$ cat src/rtl/imem_pkg.sv
// Shared types and constants for the instruction-memory access sequencer.
package imem_pkg;

    typedef enum logic [2:0] {
        StIdle,
        StRd,
        StDrain,
        StDone,
        StErr
    } state_e;

    typedef logic [1:0] cnt_t;

    localparam int unsigned BYTES_PER_WORD = 4;
    localparam logic [31:0] ERR_INSTR      = 32'h0;
    localparam cnt_t        LAST_BYTE      = cnt_t'(BYTES_PER_WORD - 1);

endpackage

$ cat src/rtl/imem_access_sequencer_if.sv
// Fetch, loader and byte-RAM signals of the instruction-memory sequencer.
interface imem_access_sequencer_if #(
    parameter int unsigned ADDR_W = 5
);

    logic              fetch_req;
    logic [31:0]       fetch_addr;
    logic              fetch_ack;
    logic [31:0]       fetch_instr;
    logic              fetch_err;
    logic              load_valid;
    logic [ADDR_W-1:0] load_addr;
    logic [7:0]        load_data;
    logic              load_ready;
    logic              mem_en;
    logic              mem_we;
    logic [ADDR_W-1:0] mem_addr;
    logic [7:0]        mem_wdata;
    logic [7:0]        mem_rdata;
    logic              busy;

    modport master (
        input  fetch_req, fetch_addr, load_valid, load_addr, load_data, mem_rdata,
        output fetch_ack, fetch_instr, fetch_err, load_ready,
        output mem_en, mem_we, mem_addr, mem_wdata, busy
    );

    modport slave (
        output fetch_req, fetch_addr, load_valid, load_addr, load_data, mem_rdata,
        input  fetch_ack, fetch_instr, fetch_err, load_ready,
        input  mem_en, mem_we, mem_addr, mem_wdata, busy
    );

endinterface

$ cat src/rtl/imem_rr_arbiter.sv
// Two-requester round-robin arbiter; the pointer moves to the other side after each grant.
module imem_rr_arbiter (
    input  logic clk,
    input  logic rst_n,
    input  logic en,
    input  logic req_load,
    input  logic req_fetch,
    output logic gnt_load,
    output logic gnt_fetch
);

    logic prio_load_q, prio_load_d;

    always_comb begin
        gnt_load    = 1'b0;
        gnt_fetch   = 1'b0;
        prio_load_d = prio_load_q;
        if (en) begin
            if (req_load && (!req_fetch || prio_load_q)) begin
                gnt_load = 1'b1;
            end else if (req_fetch) begin
                gnt_fetch = 1'b1;
            end
        end
        if (gnt_load) begin
            prio_load_d = 1'b0;
        end else if (gnt_fetch) begin
            prio_load_d = 1'b1;
        end
    end

    always_ff @(posedge clk or negedge rst_n) begin
        if (!rst_n) begin
            prio_load_q <= 1'b1;
        end else begin
            prio_load_q <= prio_load_d;
        end
    end

endmodule

$ cat src/rtl/imem_access_sequencer.sv
// Shares a byte-wide instruction RAM between 32-bit big-endian fetches and loader byte writes.
module imem_access_sequencer
    import imem_pkg::*;
#(
    parameter int unsigned ADDR_W = 5,
    parameter int unsigned DEPTH  = 32
) (
    input  logic                    clk,
    input  logic                    rst_n,
    imem_access_sequencer_if.master bus
);

    state_e            state_q, state_d;
    cnt_t              cnt_q, cnt_d;
    logic [ADDR_W-1:0] base_q;
    logic [23:0]       shift_q;
    logic [31:0]       instr_q;
    logic              capture;
    logic              gnt_load, gnt_fetch;
    logic              fetch_bad;
    logic              load_in_range;

    assign fetch_bad     = (bus.fetch_addr[1:0] != 2'b00) ||
                           (bus.fetch_addr > 32'(DEPTH - BYTES_PER_WORD));
    assign load_in_range = 32'(bus.load_addr) < DEPTH;

    imem_rr_arbiter u_arb (
        .clk       (clk),
        .rst_n     (rst_n),
        .en        (state_q == StIdle),
        .req_load  (bus.load_valid),
        .req_fetch (bus.fetch_req),
        .gnt_load  (gnt_load),
        .gnt_fetch (gnt_fetch)
    );

    always_comb begin
        state_d        = state_q;
        cnt_d          = cnt_q;
        capture        = 1'b0;
        bus.fetch_ack  = 1'b0;
        bus.fetch_err  = 1'b0;
        bus.load_ready = 1'b0;
        bus.mem_en     = 1'b0;
        bus.mem_we     = 1'b0;
        bus.mem_addr   = '0;
        bus.mem_wdata  = '0;
        bus.busy       = (state_q != StIdle);
        unique case (state_q)
            StIdle: begin
                if (gnt_load) begin
                    bus.load_ready = 1'b1;
                    bus.mem_en     = load_in_range;
                    bus.mem_we     = 1'b1;
                    bus.mem_addr   = bus.load_addr;
                    bus.mem_wdata  = bus.load_data;
                end else if (gnt_fetch) begin
                    capture = 1'b1;
                    cnt_d   = '0;
                    state_d = fetch_bad ? StErr : StRd;
                end
            end
            StRd: begin
                bus.mem_en   = 1'b1;
                bus.mem_addr = base_q + ADDR_W'(cnt_q);
                cnt_d        = cnt_q + 1'b1;
                if (cnt_q == LAST_BYTE) begin
                    state_d = StDrain;
                end
            end
            StDrain: begin
                state_d = StDone;
            end
            StDone: begin
                bus.fetch_ack = 1'b1;
                state_d       = StIdle;
            end
            StErr: begin
                // First ERR cycle is a spacer so the error ack lands two cycles after grant.
                if (cnt_q == '0) begin
                    cnt_d = 2'd1;
                end else begin
                    bus.fetch_ack = 1'b1;
                    bus.fetch_err = 1'b1;
                    state_d       = StIdle;
                end
            end
            default: begin
                state_d = StIdle;
            end
        endcase
    end

    assign bus.fetch_instr = instr_q;

    always_ff @(posedge clk or negedge rst_n) begin
        if (!rst_n) begin
            state_q <= StIdle;
            cnt_q   <= '0;
            base_q  <= '0;
            shift_q <= '0;
            instr_q <= '0;
        end else begin
            state_q <= state_d;
            cnt_q   <= cnt_d;
            if (capture) begin
                base_q <= bus.fetch_addr[ADDR_W-1:0];
            end
            // Read data lags its address by one cycle, so byte 0 arrives at cnt=1.
            if ((state_q == StRd && cnt_q != '0) || state_q == StDrain) begin
                shift_q <= {shift_q[15:0], bus.mem_rdata};
            end
            if (state_q == StDrain) begin
                instr_q <= {shift_q, bus.mem_rdata};
            end else if (state_q == StErr && cnt_q == '0) begin
                instr_q <= ERR_INSTR;
            end
        end
    end

endmodule
$ cat src/flat_wrapper.sv
// flat-port wrapper written by rule: the top's interface ports become plain ports
module imem_access_sequencer_flat import imem_pkg::*;
#(
    parameter int unsigned ADDR_W = 5,
    parameter int unsigned DEPTH  = 32
)
  (clk, rst_n, bus_fetch_req, bus_fetch_addr, bus_load_valid, bus_load_addr, bus_load_data, bus_mem_rdata, bus_fetch_ack, bus_fetch_instr, bus_fetch_err, bus_load_ready, bus_mem_en, bus_mem_we, bus_mem_addr, bus_mem_wdata, bus_busy);
  imem_access_sequencer_if #(.ADDR_W(ADDR_W)) bus_i ();
  input  logic clk;
  input  logic rst_n;
  input wire logic [$bits(bus_i.fetch_req)-1:0] bus_fetch_req;
  input wire logic [$bits(bus_i.fetch_addr)-1:0] bus_fetch_addr;
  input wire logic [$bits(bus_i.load_valid)-1:0] bus_load_valid;
  input wire logic [$bits(bus_i.load_addr)-1:0] bus_load_addr;
  input wire logic [$bits(bus_i.load_data)-1:0] bus_load_data;
  input wire logic [$bits(bus_i.mem_rdata)-1:0] bus_mem_rdata;
  output wire logic [$bits(bus_i.fetch_ack)-1:0] bus_fetch_ack;
  output wire logic [$bits(bus_i.fetch_instr)-1:0] bus_fetch_instr;
  output wire logic [$bits(bus_i.fetch_err)-1:0] bus_fetch_err;
  output wire logic [$bits(bus_i.load_ready)-1:0] bus_load_ready;
  output wire logic [$bits(bus_i.mem_en)-1:0] bus_mem_en;
  output wire logic [$bits(bus_i.mem_we)-1:0] bus_mem_we;
  output wire logic [$bits(bus_i.mem_addr)-1:0] bus_mem_addr;
  output wire logic [$bits(bus_i.mem_wdata)-1:0] bus_mem_wdata;
  output wire logic [$bits(bus_i.busy)-1:0] bus_busy;
  assign bus_i.fetch_req = bus_fetch_req;
  assign bus_i.fetch_addr = bus_fetch_addr;
  assign bus_i.load_valid = bus_load_valid;
  assign bus_i.load_addr = bus_load_addr;
  assign bus_i.load_data = bus_load_data;
  assign bus_i.mem_rdata = bus_mem_rdata;
  assign bus_fetch_ack = bus_i.fetch_ack;
  assign bus_fetch_instr = bus_i.fetch_instr;
  assign bus_fetch_err = bus_i.fetch_err;
  assign bus_load_ready = bus_i.load_ready;
  assign bus_mem_en = bus_i.mem_en;
  assign bus_mem_we = bus_i.mem_we;
  assign bus_mem_addr = bus_i.mem_addr;
  assign bus_mem_wdata = bus_i.mem_wdata;
  assign bus_busy = bus_i.busy;
  imem_access_sequencer #(.ADDR_W(ADDR_W), .DEPTH(DEPTH)) u_core (.clk(clk), .rst_n(rst_n), .bus(bus_i));
endmodule
$ cat config.mk
export PLATFORM = sky130hd
export DESIGN_NAME = imem_access_sequencer_flat
export DESIGN_NICKNAME = d
export VERILOG_FILES = /design/src/rtl/imem_pkg.sv /design/src/rtl/imem_access_sequencer_if.sv /design/src/rtl/imem_rr_arbiter.sv /design/src/rtl/imem_access_sequencer.sv /design/src/flat_wrapper.sv
export SDC_FILE = /design/constraint.sdc
export NUM_CORES = 1
export LEC_CHECK = 0
export CAP_MARGIN = 15
export CORE_ASPECT_RATIO = 0.7
export CORE_MARGIN = 2
export CORE_UTILIZATION = 48
export DETAILED_ROUTE_END_ITERATION = 8
export PLACE_DENSITY = 0.85
export SLEW_MARGIN = 20
export SYNTH_ARGS = -nofsm -noshare
export SYNTH_HDL_FRONTEND = slang
export SYNTH_SLANG_ARGS = --single-unit
export TNS_END_PERCENT = 5
$ cat constraint.sdc
create_clock -name clk -period 2.6 [get_ports clk]
set_clock_uncertainty 0.15 [all_clocks]
set_input_delay 0.39 -clock clk [delete_from_list [all_inputs] [get_ports clk]]
set_output_delay 0.39 -clock clk [all_outputs]
set_load 0.01 [all_outputs]
# Yosys cells after proc, flatten, opt, wreduce, memory -nomap -nowiden
# Cells that the tools add are included.
[word_totals]
register_bits = 67
in_bits = 57
word_cells = 68
output_inout_bits = 51
[op_classes]
add_sub_neg = 2
n_mux = 32
n_reduce_logical = 17
n_lt_le_gt_ge = 1
eq_ne = 10
[op_table]
columns = ["operator", "n"]
rows = [
  ["$mux W32", 2],
  ["$gt A32 B5 Y1 const B", 1],
  ["$mux W8", 2],
  ["$mux W3", 5],
  ["$mux W1", 14],
  ["$pmux W3 S4", 1],
  ["$pmux W5 S2", 1],
  ["$reduce_and A4 Y1", 2],
  ["$reduce_bool A2 Y1", 4],
  ["$eq A3 B2 Y1 const B", 2],
  ["$mux W2", 3],
  ["$ne A2 B1 Y1 const B", 3],
  ["$pmux W2 S3", 1],
  ["$reduce_bool A3 Y1", 2],
  ["$add A5 B2 Y5", 1],
  ["$mux W5", 1],
  ["$ne A2 B2 Y1 const B", 2],
  ["$pmux W1 S2", 2],
  ["$eq A3 B1 Y1 const B", 1],
  ["$eq A3 B3 Y1 const B", 1],
  ["$logic_and A1 B1 Y1", 3],
  ["$logic_not A3 Y1", 1],
  ["$logic_or A1 B1 Y1", 3],
  ["$add A2 B1 Y2 const B", 1],
  ["other kinds (3)", 3],
]

# Longest topological paths before layout
# Gate-level depths: netlist (run 1).
[depth]
depth_word = 8
ltp_mapped = 7

# Cells and area by module
# Synthesis (run 1) repeated with hierarchy kept, for this count alone.
[unflattened]
hier_cells = 221
hier_area_um2 = 3002.9
[by_module_without_submodules]
columns = ["mod", "area_per_inst_um2", "n_inst", "cells_each"]
rows = [
  ["imem_access_sequencer", 2940.3, 1, 213],
  ["imem_rr_arbiter", 62.6, 1, 8],
]

# Least setup slack after synthesis (run 1)
# No wires, ideal clock.
[synth_timing]
path_kind = "reg2out"
start = "reg u_core.cnt_q[0]"
end = "out bus_mem_addr[4]"
setup_slack_ns = 0.605
n_path_buf = 0
arrival_ns = 1.455
required_ns = 2.060
path_stages_with_launch = 6
path_cell_list = "dfrtp_1 -> ha_1 -> fa_1 -> nand3_1 -> xnor2_1 -> a22o_1"
[synth_via]
elab_chain_len = 2
[synth_lines]
columns = ["element", "line", "source"]
rows = [
  ["start: declaration", "imem_access_sequencer.sv:14", "cnt_t cnt_q, cnt_d;"],
  ["start signal: assignment", "imem_access_sequencer.sv:105", "cnt_q <= cnt_d;"],
  ["$add A5 B2 Y5", "imem_access_sequencer.sv:65", "bus.mem_addr = base_q + ADDR_W'(cnt_q);"],
  ["$pmux W5 S2", "imem_access_sequencer.sv:49", "unique case (state_q)"],
  ["end: declaration", "flat_wrapper.sv:23", "output wire logic [$bits(bus_i.mem_addr)-1:0] bus_mem_addr;"],
]
# Every way passes these cells.

# Worst setup path in the final report (run 1)
[layout_timing]
start = "reg u_core.u_arb.prio_load_q"
end = "out bus_mem_wdata[1]"
[layout_via]
elab_chain_len = 6
[layout_lines]
columns = ["element", "line", "source"]
rows = [
  ["start: declaration", "imem_rr_arbiter.sv:12", "logic prio_load_q, prio_load_d;"],
  ["start signal: assignment", "imem_rr_arbiter.sv:36", "prio_load_q <= prio_load_d;"],
  ["$logic_or A1 B1 Y1", "imem_rr_arbiter.sv:19", "if (req_load && (!req_fetch || prio_load_q)) begin"],
  ["$logic_and A1 B1 Y1", "imem_rr_arbiter.sv:19", ""],
  ["$mux W1", "imem_rr_arbiter.sv:19", ""],
  ["$mux W1", "imem_rr_arbiter.sv:18", "if (en) begin"],
  ["$mux W8", "imem_access_sequencer.sv:51", "if (gnt_load) begin"],
  ["$mux W8", "imem_access_sequencer.sv:49", ""],
  ["end: declaration", "flat_wrapper.sv:24", "output wire logic [$bits(bus_i.mem_wdata)-1:0] bus_mem_wdata;"],
]
# Every way passes these cells.

==> impl_summary.md, run 1 <==
Global route
The number of antenna violations at the first check in global routing is 0. The via count of the first global-routing pass is 2,630. Across every metal layer, demand over resource in global routing totals 23.9%. The first-pass GRT wire length is 13.0 mm. Global routing finished with a remaining overflow of 0. The pin count of the biggest net entering global routing is 44.

Logic synthesis
The number of nets handed over by synthesis was 344. The mean post-synth cell area is 10.9 um2. The most used flip-flop cell after synthesis is sky130_fd_sc_hd__dfrtp_1. The netlist area before placement is 3070 um2.

The number of different library cells used by synthesis comes to 38. Counting flops with a built-in enable in the synthesized netlist gives 0. Counting flops with an async set or reset pin after synthesis yields a share of 100%. The gate count of the mapped netlist is 282. Yosys printed 0 warnings. The register bit count reported by yosys is 67. After synthesis, flip-flops and latches occupy 54.7% of the total area.

Timing
The number of setup violations in the final report is 0. For the pin with the worst max-slew slack, the measured transition is 0.565 ns. In the finished design, the share of the clock period the worst path needs comes to 96.8%. Setup repair after global routing could not meet its margin everywhere. The max-slew violation count came to 0. In the final timing run, aggregate negative setup slack is 0 ns.

The time the final worst path needs with I/O delays and setup is 2.52 ns. Hold timing on the final database bottoms out at a slack of 0.335 ns. Based on the critical path, the design can be clocked at up to 397 MHz.

The count of endpoints failing hold in the final timing report came to 0. The worst pin sits at a relative slew slack of 62.4%.

Clocking
Clock tree synthesis inserted a total of 9 buffers. The clock transition at the registers of the reported paths is 0.07 ns. The maximum clock path buffer count is 2.

The clock tree from TritonCTS is done. The number of H-tree levels is 3. The number of clock sinks is 67. For the worst-skew pair, the clock arrives at the later sink with an insertion delay of 0.33 ns.

The library cell used as clock root buffer is sky130_fd_sc_hd__clkbuf_8.

Floorplanning
The floorplan step set the die width to 99.5 um. Once the floorplan was initialized, standard cells occupied 49.6% of the core. The core outline area is 6190 um2. 108 I/O pins were placed. The die height is 70.9 um. The die covers 7050 um2.

Row generation in the floorplan step produced 24 rows.

Outcome
The run finished with clean final reports.

Pwr
The design draws 0.00276 W. For this design the static power due to leakage is 2.08 nW. The worst-case IR drop observed on VDD is 0.000447 V. In this run the power density over the cells is 618 nW/um2.

Detailed routing
The average vias per placed instance is 5.24. The final layout contains routed wiring with a total length of 7.97 mm. The remaining number of nets flagged by the antenna check after routing is 0.

The detailed-routing iteration count for the pre-antenna-repair pass is 4. The total via count after detailed routing is 2,508. The wire length per cell is 16.6 um. The detailed router finished its first iteration with 109 violations. After detailed routing, the number of remaining DRC violations is 0.

Critical path
STA puts the critical path data arrival time at 1.98 ns. The worst reg-to-reg setup slack is 0.56 ns. The critical path launch point type is a register. STA classifies the critical path endpoint as a primary output. In this run the critical register-to-register path is launched from u_core.cnt_q[0]. Data on the critical path is required at its endpoint by 2.06 ns. By startpoint and endpoint, the worst setup path is classified as reg2out. The number of cells on the worst reg-to-reg path is 6. The capture instance of the worst register-to-register path is u_core.shift_q[3].

The highest fanout seen on the critical path is 13.

Cells and area
The total of fill cells in the finished design is 457. The footprint of the flip-flops and latches is 1680 um2. The top cell types in the final layout, fill and taps aside, are sky130_fd_sc_hd__clkdlybuf4s50_1 (94), sky130_fd_sc_hd__nand2_1 (67), sky130_fd_sc_hd__dfrtp_1 (66). The count of antenna diodes in the layout is 0. The layout cell share with drive strength beyond 1 is 17.5%. In the final design database the tool counted 460 nets. The signed area change from the synthesized netlist to the final layout is 45.6%. At the end of the flow the core is filled with cells to 72.2%. The most frequent standard cell in the layout excluding fill and tap cells is sky130_fd_sc_hd__clkdlybuf4s50_1. The area of combinational cells with multiple inputs is 1300 um2. After routing the design area is 4460 um2.

Placed design
Once placement finished, the instance area stood at 4230 um2. The congestion estimate from routability-driven global placement came to 0.845. The final HPWL from detailed placement is 5.67 mm. Input and output buffers added on the ports amount to 107.

Worst hold path
The path with the worst hold slack has its endpoint at u_core.bus.fetch_instr[26]. The min-delay analysis places its worst path in the category reg2reg. Along the worst hold path, the cell count comes to 2. In this run the most critical hold path is launched from u_core.shift_q[18].

Flow run
The number of maximum-capacitance violations is 0.
[cell type report]
type,instances,area share (%)
Sequential cell,67,37.6
Clock inverter,3,0.897
Inverter,6,0.504
Timing Repair Buffer,122,26.6
Tap cell,78,2.19
Multi-Input combinational cell,192,29.0
Clock buffer,11,3.17
[worst max-delay path by stage]
| stage | from | to | slack [ns] | cells after the start |
|---|---|---|---|---|
| 6_report | u_core.u_arb.prio_load_q | bus_mem_wdata[1] | 0.08 | 4 |
| 5_1_grt | u_core.state_q[2] | bus_mem_wdata[1] | -0.06 | 5 |
| 4_1_cts | u_core.state_q[2] | bus_mem_wdata[2] | -0.03 | 5 |
| 3_5_place_dp | bus_load_valid | bus_mem_wdata[2] | -0.17 | 5 |
| 3_3_place_gp | bus_load_valid | bus_mem_addr[2] | -0.04 | 5 |
| 2_1_floorplan | u_core.cnt_q[0] | bus_mem_addr[4] | 0.61 | 5 |
[kinds of logic after synthesis]
group | count (synthesis) | share of synthesized area (%)
buffers and inverters | 23 | 3.88
multiplexers | 29 | 13.1
flip-flops | 67 | 54.7
XOR/XNOR | 3 | 0.857
AND/OR/NAND/NOR | 101 | 14.9
AO/OA/AOI/OAI | 54 | 10.2
adder cells (fa/ha/maj) | 5 | 2.29
[synth_stat cells (all sizes together) (4+ instances only)]
| master | n | share of area [%] |
|---|---|---|
| nor4 | 7 | 1.4 |
| buf | 7 | 1.9 |
| o21ai | 38 | 6.2 |
| clkbuf | 10 | 1.2 |
| dfrtp | 66 | 54 |
| a22o | 5 | 1.4 |
| nand2 | 67 | 8.2 |
| inv | 5 | 0.61 |
| mux2 | 29 | 13 |
| nor2 | 7 | 0.94 |
| ha | 4 | 1.6 |
| and2 | 8 | 1.6 |
[stage by stage]
step | cells | setup WS, ns
final | 479 | 0.0827
after global routing | 479 | -0.0581
after CTS | 477 | -0.0348
after detailed placement | 462 | -0.169
after global placement | 462 | -0.0423
after floorplan | 282 | 0.605
[metal layers]
layer  vias to the layer above  wire, um  global-route usage, %
met2                        66      3800                   37.4
met3                         8       381                   5.43
met4                         0        84                   7.46
met1                      1242      3700                   33.6
li1                       1192         -                      -
met5                         -         0                      0
[worst max-delay path, stage by stage (launching register included)]
cell	delay (ns)
sky130_fd_sc_hd__dfstp_2	0.55
sky130_fd_sc_hd__o21ai_1	0.12
sky130_fd_sc_hd__nor2_4	0.28
sky130_fd_sc_hd__and2_1	0.17
sky130_fd_sc_hd__clkdlybuf4s50_1	0.53
[where the power goes]
part	leakage (nW)	switching (W)	internal (W)
registers	0.899	0.0000607	0.00112
clock network	0.0950	0.000359	0.000456
logic	1.09	0.000370	0.000396
[registers in the layout, summed over array words and instances, names as in the netlist]
register	flops
u_core.shift_q	24
u_core.u_arb.prio_load_q	1
u_core.state_q	3
u_core.cnt_q	2
u_core.base_q	5
u_core.bus.fetch_instr	32
[what timing repair did]
item,in CTS,in global routing
gates cloned,0,0
setup buffers,0,2
gates resized for setup,12,9
pin swaps,0,2
hold buffers,1,0
hold endpoints to repair,41,0
setup endpoints to repair,16,10
No activity file was read; power rests on OpenSTA's default activity.
==> run 2, diff against run 1 <==
- CTS_CLUSTER_SIZE: unset -> 40
==> results of run 2 <==
The final DEF is identical to that of run 1; final timing and power are the same.
